==> src/rtl/uart_frame_buffer.sv <==
// rtl/uart_frame_buffer.sv - checks captured UART frames and buffers the good data bytes in a FIFO
module uart_frame_buffer #(
  parameter int FRAME_W = 12,
  parameter int DEPTH   = 16,
  parameter int CNT_W   = $clog2(DEPTH) + 1
) (
  input  logic               clk,
  input  logic               rst,
  input  logic               frame_valid,
  input  logic [FRAME_W-1:0] frame,
  input  logic               pop,
  input  logic               clear_err,
  output logic [7:0]         rd_data,
  output logic               rd_valid,
  output logic               full,
  output logic [CNT_W-1:0]   count,
  output logic               frame_err,
  output logic               overflow,
  output logic [7:0]         err_count,
  output logic [7:0]         drop_count
);

  localparam int PTR_W = $clog2(DEPTH);

  logic [7:0]       mem [DEPTH];
  logic [PTR_W-1:0] wr_ptr;
  logic [PTR_W-1:0] rd_ptr;

  logic good;
  logic space;
  logic do_push;
  logic do_pop;
  logic drop_ev;
  logic err_ev;
  logic unused_hi;

  assign unused_hi = ^frame[FRAME_W-1:10];

  assign rd_valid = (count != '0);
  assign full     = (count == CNT_W'(DEPTH));
  assign rd_data  = mem[rd_ptr];

  // A full FIFO still has room when the head leaves on the same edge.
  assign good    = (frame[0] == 1'b0) && (frame[9] == 1'b1);
  assign space   = !full || pop;
  assign do_pop  = pop && rd_valid;
  assign do_push = frame_valid && good && space;
  assign drop_ev = frame_valid && good && !space;
  assign err_ev  = frame_valid && !good;

  always_ff @(posedge clk) begin
    if (do_push && !rst) begin
      mem[wr_ptr] <= frame[8:1];
    end
  end

  always_ff @(posedge clk) begin
    if (rst) begin
      wr_ptr <= '0;
      rd_ptr <= '0;
      count  <= '0;
    end else begin
      if (do_push) begin
        wr_ptr <= wr_ptr + PTR_W'(1);
      end
      if (do_pop) begin
        rd_ptr <= rd_ptr + PTR_W'(1);
      end
      if (do_push && !do_pop) begin
        count <= count + CNT_W'(1);
      end else if (!do_push && do_pop) begin
        count <= count - CNT_W'(1);
      end
    end
  end

  // Clearing wins over the old value but not over an event in the same cycle.
  always_ff @(posedge clk) begin
    if (rst) begin
      frame_err  <= 1'b0;
      overflow   <= 1'b0;
      err_count  <= 8'd0;
      drop_count <= 8'd0;
    end else if (clear_err) begin
      frame_err  <= err_ev;
      overflow   <= drop_ev;
      err_count  <= {7'd0, err_ev};
      drop_count <= {7'd0, drop_ev};
    end else begin
      if (err_ev) begin
        frame_err <= 1'b1;
        if (err_count != 8'hFF) begin
          err_count <= err_count + 8'd1;
        end
      end
      if (drop_ev) begin
        overflow <= 1'b1;
        if (drop_count != 8'hFF) begin
          drop_count <= drop_count + 8'd1;
        end
      end
    end
  end

endmodule

==> config.mk <==
export PLATFORM = sky130hd
export DESIGN_NAME = uart_frame_buffer
export DESIGN_NICKNAME = d
export VERILOG_FILES = /design/src/rtl/uart_frame_buffer.sv
export SDC_FILE = /design/constraint.sdc
export NUM_CORES = 1
export LEC_CHECK = 0
export CAP_MARGIN = 25
export CORE_ASPECT_RATIO = 0.9
export CORE_MARGIN = 3
export CORE_UTILIZATION = 30
export DETAILED_ROUTE_END_ITERATION = 8
export GPL_TIMING_DRIVEN = 0
export PLACE_DENSITY = 0.51
export SLEW_MARGIN = 10
export SYNTH_ARGS = -nofsm -noshare
export SYNTH_HDL_FRONTEND = slang
export SYNTH_SLANG_ARGS = --single-unit
export TNS_END_PERCENT = 5
==> constraint.sdc <==
create_clock -name clk -period 3.2 [get_ports clk]
set_input_delay 0.32 -clock clk [delete_from_list [all_inputs] [get_ports clk]]
set_output_delay 0.32 -clock clk [all_outputs]
set_load 0.02 [all_outputs]
==> results of run 1 <==
registers in the layout, indices dropped and copies added, names as in the netlist, named ones only:
register	flops
mem	128
rd_ptr	4
count	5
drop_count	8
frame_err	1
wr_ptr	4
overflow	1
err_count	8
final cells by class:
cell class	instances	area share, %
Buffer	18	1.35
Clock buffer	17	5.22
Clock inverter	15	1.92
Inverter	7	0.322
Multi-Input combinational cell	227	25.3
Sequential cell	163	55.8
Tap cell	291	4.47
Timing Repair Buffer	46	5.65
stage by stage:
step | instance area, um^2 | total power [mW] | utilization [%] | setup WS (ns)
4_1_cts | 8130 | 5.79 | 37.3 | -0.0270
2_1_floorplan | 6720 | 3.33 | - | 0.267
3_5_place_dp | 7540 | 3.77 | 34.6 | -0.0890
5_1_grt | 8150 | 6.02 | 37.3 | 0.0166
3_3_place_gp | 7540 | 3.75 | 34.6 | -0.0245
6_report | 8150 | 5.76 | 37.3 | 0.150
synthesized netlist by cell type, types with 6 or more instances:
master,count
a22oi_1,16
ha_1,11
o21ai_0,7
dfxtp_1,35
a21oi_1,18
nor2_1,21
nand3_1,8
mux4_2,32
nand2_1,15
and3_1,16
inv_1,6
edfxtp_1,128
nor2b_1,6
clkbuf_1,10
worst max path at each step:
stage                 end  depth (start not counted)     start
5_1_grt          count[4]                         12  count[0]
3_5_place_dp     count[3]                         12       pop
6_report         count[4]                         12  count[0]
3_3_place_gp     count[4]                         12       pop
4_1_cts        rd_data[6]                          6      flop
2_1_floorplan    count[4]                         12  count[0]
power breakdown:
group | total [mW] | switching (mW) | leakage [nW] | internal, mW
Sequential | 2.42 | 0.0868 | 1.43 | 2.34
Clock | 2.02 | 0.864 | 0.286 | 1.16
Combinational | 1.32 | 0.664 | 0.921 | 0.654
per-layer routing:
| layer | part of all wire [%] | wire length [um] |
|---|---|---|
| met5 | 0 | 0 |
| met4 | 1.6 | 239 |
| met3 | 4.5 | 671 |
| met2 | 47 | 6950 |
| met1 | 47 | 7060 |
tightest hold or removal path, cell delays in order:
cell and delay, ns:
clkbuf_1 0.22, nor2_1 0.15, or3_1 0.09
repair_timing:
| item | 4_1_cts | 5_1_grt |
|---|---|---|
| setup endpoints to repair | 8 | 10 |
| resized for setup | 5 | 8 |
| setup buffers | 0 | 0 |
kinds of logic after synthesis:
logic type      Yosys count
buf+inv                  26
compound gates           65
fa+ha+maj                12
xor+xnor                  7
mux                      37
simple gates            106
flops                   163
==> results_dict.tcl, run 1 <==
set metrics [dict create \
    synth_compound_area_share_pct 6.80 \
    tightest_slew_ns 1.02 \
    synth_fa_ha_area_share_pct 2.35 \
    fin_crit_sh_pct 95.3 \
    syn_to_final_growth_pct 21.3 \
    synth.area.top_cells "edfxtp_1 57%, mux4_2 11%, dfxtp_1 10%" \
    path_delay_family "compound AO/OA/AOI/OAI gates" \
    die_h_um 148 \
    slowest_stage "or4_4" \
    avgSynthCellArea_um2 16.1 \
    p_leak_nw 2.64 \
    portBuffers 46 \
    slew_headroom_pct 31.9 \
    fin_skew_ns 0.00961 \
    die_w_um 164 \
    grt_max_degree 17 \
    drv_slew 0 \
    final_hold_viol_count 0 \
    cts_buffer_depth 2 \
    overflow 0 \
    yosys.area_share.simple_pct 9.03 \
    ioPinCount 50 \
    clk_latency_ns 0.43 \
    critPathKind "flop to flop" \
    hp-class "input port to flop" \
    maxCapViolations 0 \
    reg2regPathDepth 12 \
    diodes 0 \
    cts.clk_slew.worst_paths_ns 0.06 \
    multi_input_area_mm2 0.00206 \
    ys.flop_type "edfxtp_1" \
    muxShareOfSynthArea_pct 11.5 \
    min_to "count[3]" \
    wl_um 14900 \
    fmax_ghz 0.328 \
    stdcell_count 784 \
    met2_usage_pct 20.0 \
    dp_cells 753 \
    mostFrequentLayoutCells "128 x edfxtp_1, 46 x clkdlybuf4s50_1, 35 x dfxtp_1, 32 x mux4_2, 21 x nor2_1" \
    cts_sinks 163 \
    cts_tree "yes" \
    crit_path_start_kind "flop" \
    synth_top_area_share_pct 57.2 \
    h-tree-depth 4 \
    yosysUniqueCellTypes 54 \
    r2r-end "count[4]" \
    yosysSeqAreaShare_pct 67.6 \
    hpwl_um 9750 \
    grt_pass1_wl_um 23000 \
    met3_usage_pct 3.42 \
    layout.nets 509 \
    vias_per_cell 4.97 \
    min_delay_path_depth 3 \
    layout_commonest_cell "edfxtp_1" \
    rows 51 \
    hold_slack_ns 0.387 \
    holdBufCountCts 0 \
    post-route-min-period_ns 3.05 \
    synth_top_area_cell "edfxtp_1" \
    tns_ns 0 \
    track_usage_pct 12.9 \
    root_buffer "clkbuf_16" \
    path_buf_inv 4 \
    synth_nets 445 \
    synth_top_family_by_area "multiplexers" \
    post-route-drc-count 0 \
    antenna_found_initial 0 \
    place.gp.congestion 0.767 \
    cpPeakStageDelay_ns 0.56 \
    core-area_mm2 0.0218 \
    start_util_pct 30.8 \
    ys_ff_latch 163 \
    die_area_mm2 0.0242 \
    path_cells "or4_4 > buf_6 > o21ai_4 > inv_2 > buf_6 > ha_1 > inv_2 > ha_1 > a21oi_2 > a211oi_1 > a31oi_1 > mux2_2" \
    yosysWarnings 0 \
    outcome "completed" \
    post_drt_wl_per_cell_um 19.0 \
    drt-pass1-iter-count 4 \
    grt_pass1_vias 3957 \
    drive_above_1_share_pct 17.4 \
    critPathMaxFanout 10 \
    cp.required_ns 3.52 \
    endpoint_kind "flop" \
    num-fill-cells 2085 \
    synthXorXnorAreaFrac_pct 0.913 \
    ant_nets 0 \
    grt-busiest-layer "met2" \
    worst_ep_arrival_time_ns 3.37 \
    r2r-start "count[0]" \
    synth_area_mm2 0.00672 \
    synthArstFlopShare_pct 0 \
    rrSetupSlack_ns 0.15 \
    cellPowerDensity_mw_per_mm2 707 \
    synth-edff-count 128 \
    grt_use_met1_pct 17.6 \
    drtIter0Drc 299 \
    grt_setup_unrepaired "false" \
    synthCells 416 \
    seq_area_mm2 0.00454 \
    worst_ir_drop_vdd_v 0.000435 \
    finalSetupViolations 0 \
    cts_buffers 17 \
    via_count 3898 \
    min_from "rst" \
]
(Power assumes the default switching activity.)
==> run 2, diff against run 1 <==
Settings changed: CTS_CLUSTER_SIZE set to 28, SLEW_MARGIN 10 to unset.
==> results of run 2 <==
Same layout as run 1: the final DEF is identical, and so are final timing and power.
